--- src/rtl/mem_arbiter.sv ---
// mem_arbiter: two-requester round-robin front end for a single-port RAM with
// registered read data. Each access takes a fixed IDLE -> ACCESS -> DONE walk:
// the grant edge latches the winner's request, ACCESS presents it to the RAM,
// DONE returns the RAM read data with a one-cycle ready pulse.
//
// Optional build macro: MEM_ARBITER_RANGE_CHECK_EN
//   When defined, accesses whose word address is WORDS or above are
//   suppressed (no write enables, read data forced to 0) with unchanged timing.
module mem_arbiter #(
  parameter int unsigned WORDS = 256
) (
  input  logic        clk,
  input  logic        resetn,
  input  logic        m0_valid,
  input  logic        m1_valid,
  input  logic [31:0] m0_addr,
  input  logic [31:0] m1_addr,
  input  logic [31:0] m0_wdata,
  input  logic [31:0] m1_wdata,
  input  logic [3:0]  m0_wstrb,
  input  logic [3:0]  m1_wstrb,
  output logic        m0_ready,
  output logic        m1_ready,
  output logic [31:0] m0_rdata,
  output logic [31:0] m1_rdata,
  output logic [3:0]  ram_wen,
  output logic [21:0] ram_addr,
  output logic [31:0] ram_wdata,
  input  logic [31:0] ram_rdata,
  output logic        busy
);

  typedef enum logic [1:0] {
    IDLE   = 2'd0,
    ACCESS = 2'd1,
    DONE   = 2'd2
  } state_e;

  // Word-count bound widened by one bit so WORDS = 2^22 is representable.
  localparam logic [22:0] WORDS_W = 23'(WORDS);

  state_e      state_q, state_d;
  logic        last_q,  last_d;   // id granted most recently (1 = m1)
  logic        id_q,    id_d;     // id of the access in flight
  logic [21:0] addr_q,  addr_d;
  logic [31:0] wdata_q, wdata_d;
  logic [3:0]  wstrb_q, wstrb_d;

  logic any_vld;
  logic gnt;        // winner of this cycle's arbitration (1 = m1)
  logic in_range;
  logic acc_ok;     // access allowed to touch the RAM / return data

  assign any_vld = m0_valid | m1_valid;
  // On a tie the requester not served last wins; otherwise the lone requester.
  assign gnt     = (m0_valid & m1_valid) ? ~last_q : m1_valid;

  assign in_range = ({1'b0, addr_q} < WORDS_W);

`ifdef MEM_ARBITER_RANGE_CHECK_EN
  assign acc_ok = in_range;
`else
  // Out-of-range word addresses go straight through; the RAM decides.
  assign acc_ok = 1'b1;
  logic unused_range;
  assign unused_range = in_range;
`endif

  // Only addr[23:2] forms the word address; the remaining bits are don't-care.
  logic unused_addr;
  assign unused_addr = ^{m0_addr[31:24], m0_addr[1:0], m1_addr[31:24], m1_addr[1:0]};

  // Next-state and request-latch logic; requests are only looked at in IDLE.
  always_comb begin
    state_d = state_q;
    last_d  = last_q;
    id_d    = id_q;
    addr_d  = addr_q;
    wdata_d = wdata_q;
    wstrb_d = wstrb_q;
    case (state_q)
      IDLE: begin
        if (any_vld) begin
          state_d = ACCESS;
          id_d    = gnt;
          last_d  = gnt;
          if (gnt) begin
            addr_d  = m1_addr[23:2];
            wdata_d = m1_wdata;
            wstrb_d = m1_wstrb;
          end else begin
            addr_d  = m0_addr[23:2];
            wdata_d = m0_wdata;
            wstrb_d = m0_wstrb;
          end
        end
      end
      ACCESS:  state_d = DONE;
      DONE:    state_d = IDLE;
      default: state_d = IDLE;
    endcase
  end

  // State and latched-request registers; reset drops any in-flight access.
  always_ff @(posedge clk) begin
    if (!resetn) begin
      state_q <= IDLE;
      last_q  <= 1'b1;  // so m0 wins the first tie after reset
      id_q    <= 1'b0;
      addr_q  <= '0;
      wdata_q <= '0;
      wstrb_q <= '0;
    end else begin
      state_q <= state_d;
      last_q  <= last_d;
      id_q    <= id_d;
      addr_q  <= addr_d;
      wdata_q <= wdata_d;
      wstrb_q <= wstrb_d;
    end
  end

  // Output decode: RAM port driven from the latch, ready/rdata only in DONE.
  // Write enables are gated by resetn so a reset edge can never write the RAM.
  always_comb begin
    ram_wen   = '0;
    ram_addr  = '0;
    ram_wdata = '0;
    m0_ready  = 1'b0;
    m1_ready  = 1'b0;
    m0_rdata  = '0;
    m1_rdata  = '0;
    busy      = (state_q != IDLE);
    case (state_q)
      ACCESS: begin
        ram_addr  = addr_q;
        ram_wdata = wdata_q;
        ram_wen   = (resetn && acc_ok) ? wstrb_q : 4'b0000;
      end
      DONE: begin
        ram_addr  = addr_q;
        ram_wdata = wdata_q;
        if (id_q) begin
          m1_ready = 1'b1;
          m1_rdata = acc_ok ? ram_rdata : 32'h0;
        end else begin
          m0_ready = 1'b1;
          m0_rdata = acc_ok ? ram_rdata : 32'h0;
        end
      end
      default: ;
    endcase
  end

endmodule

--- config.mk ---
export PLATFORM = sky130hd
export DESIGN_NAME = mem_arbiter
export DESIGN_NICKNAME = d
export VERILOG_FILES = /design/src/rtl/mem_arbiter.sv
export SDC_FILE = /design/constraint.sdc
export NUM_CORES = 1
export LEC_CHECK = 0
export BUFFER_PORTS_ARGS = -buffer_cell sky130_fd_sc_hd__buf_2
export CAP_MARGIN = 20
export CORE_AREA = 8 8 108 110
export CTS_BUF_LIST = sky130_fd_sc_hd__clkbuf_8 sky130_fd_sc_hd__clkbuf_16
export CTS_CLUSTER_SIZE = 8
export DETAILED_ROUTE_END_ITERATION = 10
export DIE_AREA = 0 0 116 118
export PLACE_DENSITY = 0.84
export SLEW_MARGIN = 10
export SYNTH_ARGS = -nofsm -noshare
export SYNTH_HDL_FRONTEND = slang
export SYNTH_SLANG_ARGS = --single-unit
--- constraint.sdc ---
create_clock -name clk -period 1.6 [get_ports clk]
set_input_delay 0.24 -clock clk [delete_from_list [all_inputs] [get_ports clk]]
set_output_delay 0.24 -clock clk [all_outputs]
set_load 0.01 [all_outputs]
==> impl_summary.log <==
[metrics] number of vias in the routed layout: 4407
[metrics] biggest fanout along the worst timing path: 15
[metrics] Post-synth ARST share: 0
[metrics] Sink Count: 62
[metrics] top cells by count, synth: sky130_fd_sc_hd__a21oi_1 (97), sky130_fd_sc_hd__and2_1 (86), sky130_fd_sc_hd__dfxtp_1 (62)
[metrics] slowest stage delay, CP: 0.33 ns
[metrics] Area Growth Syn to Fin: 55.0%
[metrics] post-layout worst setup margin: -0.129 ns
[metrics] Global Route Usage Sum: 0.207
[metrics] top cells by area in the synthesized netlist: sky130_fd_sc_hd__dfxtp_1 (35%), sky130_fd_sc_hd__and2_1 (15%), sky130_fd_sc_hd__a21oi_1 (14%), sky130_fd_sc_hd__and3_1 (6.4%), sky130_fd_sc_hd__o21ai_0 (6.4%)
[metrics] global route overflow: 0
[metrics] worst setup timing slack at the placement stage: 0.0632 ns
[metrics] remaining number of nets flagged by the antenna check after routing: 0
[metrics] endpoint type of the worst setup path: output pin
[metrics] yosys synthesis warning count: 0
[metrics] register area: 1250 um2
[metrics] Startpoint Class: flop
[metrics] HPWL after detailed placement: 11.5 mm
[metrics] combined buffer and inverter count along the critical path: 3
[metrics] final routed DRC violation total: 0
[metrics] number of hold buffers added after cts: 0
[metrics] maximum buffer depth of the clock tree: 2
[metrics] Final Cell Area: 5570 um2
[metrics] proportion of layout cells with a drive suffix above 1: 0.463
[metrics] row count: 37
[metrics] cell taking the most area after synthesis: sky130_fd_sc_hd__dfxtp_1
[metrics] horizontal extent of the die: 116 um
[metrics] Leak Pwr: 3.06 nW
[metrics] effective utilization at floorplan: 0.359
[metrics] synthesized netlist cell count: 487
[metrics] result of the run: finished, violations left
[metrics] combined area of the multi-input logic cells: 2160 um2
[metrics] Pwr per Cell Area: 902 nW/um2
[metrics] number of pins with negative max-slew slack in the final report: 0
[metrics] first-pass GRT wire length: 22.5 mm
[metrics] Max Cap Violations: 0
[metrics] share of Yosys cell area claimed by the top area cell type: 0.346
[metrics] top achievable clock speed: 0.578 GHz
[metrics] Tightest Pin Transition: 0.276 ns
[metrics] number of antenna violations at the first check in global routing: 5
[metrics] TritonCTS clock tree: done
[metrics] number of fill cells: 979
[metrics] syn_nets: 663
[metrics] ys flop type: sky130_fd_sc_hd__dfxtp_1
[metrics] relative slew slack: 0.816
[metrics] Vias/cell: 4.95
[metrics] Final Hold Viols: 0
[metrics] average routed wire per standard cell: 16.9 um
[metrics] overall die height: 118 um
[metrics] crit path DAT: 1.49 ns
[metrics] count of pins on the block boundary: 297
[metrics] DIE AREA: 13700 um2
[metrics] Setup-failing EPs final: 92
[metrics] total number of nets in the final design: 921
[metrics] Worst Skew: 0.00510 ns
[metrics] clock root buffer: sky130_fd_sc_hd__clkbuf_8
[metrics] IR Drop Worst-Case VDD: 0.527 mV
[metrics] critical path's slowest cell: sky130_fd_sc_hd__dfxtp_2
[metrics] vias in the first global route: 4395
[metrics] routed wire length: 15.0 mm
[metrics] final-layout worst hold slack: 0.137 ns
[metrics] pin count of the biggest net entering global routing: 59
[metrics] count of TritonRoute iterations in the first routing pass: 4
[metrics] Yosys reg bits: 62
[metrics] number of levels in the clock H-tree: 3
[metrics] worst hold-check path type: in2reg
[metrics] share of the clock period used by the worst path after layout: 1.08
[metrics] RSZ-0062 raised after global routing: yes
[metrics] syn avg cell area: 7.38 um2
[metrics] latest clock arrival within the worst-skew pair: 0.33 ns
[metrics] synthesized cell area: 3590 um2
[metrics] post-CTS clock slew at the launch and capture registers of the worst setup and hold paths: 0.07 ns
[metrics] violated checks: setup timing
[metrics] number of flops mapped to enable cells by yosys: 0
[metrics] Total Power: 5.02 mW
[metrics] number of buffers added on ports: 276
[metrics] most frequently used cell type in the post-synthesis netlist: sky130_fd_sc_hd__a21oi_1
[metrics] gpl congestion: 0.962
[metrics] core outline area: 10000 um2
[metrics] 1st-iter DRT viols: 254
[metrics] final critical-path required period: 1.73 ns
[metrics] library cells used by synthesis: 26
[metrics] required time of the worst setup path: 1.36 ns
[metrics] family of cells with the greatest summed delay on the critical path: buffers and inverters
[metrics] type of the worst setup path: reg2out
[metrics] sequential fraction of the synthesis area: 0.346
[metrics] chain of cells forming the critical path: inv_4 -> ha_4 -> nor2b_4 -> buf_6 -> and2_1 -> buf_2
[metrics] placed standard-cell area: 5160 um2
[metrics] CTS Buf Count: 9
==> layout by cell type (no fill, tap or decap), drive strengths merged <==
| cell | netlist | final |
|---|---|---|
| o31ai | 1 | 1 |
| and2 | 86 | 86 |
| a21boi | 2 | 2 |
| a21bo | 1 | 1 |
| and3 | 37 | 37 |
| clkinv | 0 | 1 |
| dfxtp | 62 | 62 |
| diode | 0 | 4 |
| o21ai | 60 | 60 |
| nor2 | 1 | 1 |
| o311a | 1 | 1 |
| ha | 4 | 4 |
| a22oi | 1 | 1 |
| a21oi | 117 | 117 |
| nor2b | 2 | 2 |
| buf | 23 | 295 |
| inv | 3 | 4 |
| o21a | 1 | 1 |
| clkbuf | 25 | 12 |
| bufinv | 0 | 2 |
| or4 | 1 | 1 |
| nand2 | 59 | 59 |
==> cell type report <==
| type | count | area share |
|---|---|---|
| repair buffers | 295 | 0.311 |
| flip-flops and latches | 62 | 0.224 |
| inverters | 3 | 0.00292 |
| well taps | 136 | 0.0306 |
| multi-input cells | 374 | 0.388 |
| clock buffers | 12 | 0.0297 |
| diodes | 4 | 0.00180 |
| clock inverters | 4 | 0.0124 |
==> metrics by stage <==
stage               setup TNS [ns]  utilization  cells
floorplan                        0            -    487
global placement                 0        0.516    868
detailed placement               0        0.516    868
CTS                         -11.42        0.548    885
global route                -19.27        0.557    889
finish                       -9.13        0.557    890
==> path summary, 6_finish.rpt <==
kind / start / end / slack [ns] / depth (start not counted)
min reg2reg: addr_q[14] / addr_q[14] / 0.51 / 2
min: m0_wdata[30] / wdata_q[30] / 0.14 / 3
max: state_q[0] / m0_rdata[29] / -0.13 / 6
max reg2reg: state_q[1] / state_q[1] / 0.23 / 5
==> metal layers <==
layer  global-route usage  up-vias  part of all wire
li1                     -     2170                 -
met1                0.201     2001              0.34
met2                0.382      210              0.53
met3               0.0646       26              0.11
met4               0.0941        0             0.028
met5                    0        -                 0
==> sequential cells by signal (all words and copies together), names as in the netlist <==
| signal | flops |
|---|---|
| state_q | 2 |
| id_q | 1 |
| wdata_q | 32 |
| last_q | 1 |
| addr_q | 22 |
| wstrb_q | 4 |
==> where the power goes <==
| part | leakage [nW] | total (mW) | internal, mW | switching (mW) |
|---|---|---|---|---|
| combinational | 2.42 | 1.57 | 0.717 | 0.849 |
| clock | 0.124 | 1.61 | 0.998 | 0.614 |
| sequential | 0.516 | 1.84 | 1.75 | 0.0923 |
| total | 3.06 | 5.02 | 3.46 | 1.56 |
==> kinds of logic (layout without fill, tap and decap cells) <==
kind of cell | count (synthesis) | after routing | synth area share
adder cells (fa/ha/maj) | 4 | 4 | 0.0139
buffers and inverters | 51 | 314 | 0.0704
AND/OR/NAND/NOR | 186 | 186 | 0.282
other | 0 | 4 | 0
flip-flops | 62 | 62 | 0.346
AO/OA/AOI/OAI | 184 | 184 | 0.288
==> timing repair <==
item,4_1_cts,5_1_grt
setup endpoints to repair,121,122
setup buffers,1,1
pin swaps,0,1
gates resized for setup,20,13
==> worst register-to-register path: cells and delay by family, from the launching register on <==
| kind | cells | cell delay [ns] |
|---|---|---|
| AOI/OAI and AO/OA | 1 | 0.13 |
| adders and majority gates | 1 | 0.18 |
| buffers and inverters | 2 | 0.13 |
| and+or+nand+nor | 1 | 0.49 |
| DFF | 1 | 0.37 |
No activity file was read; power rests on OpenSTA's default activity.
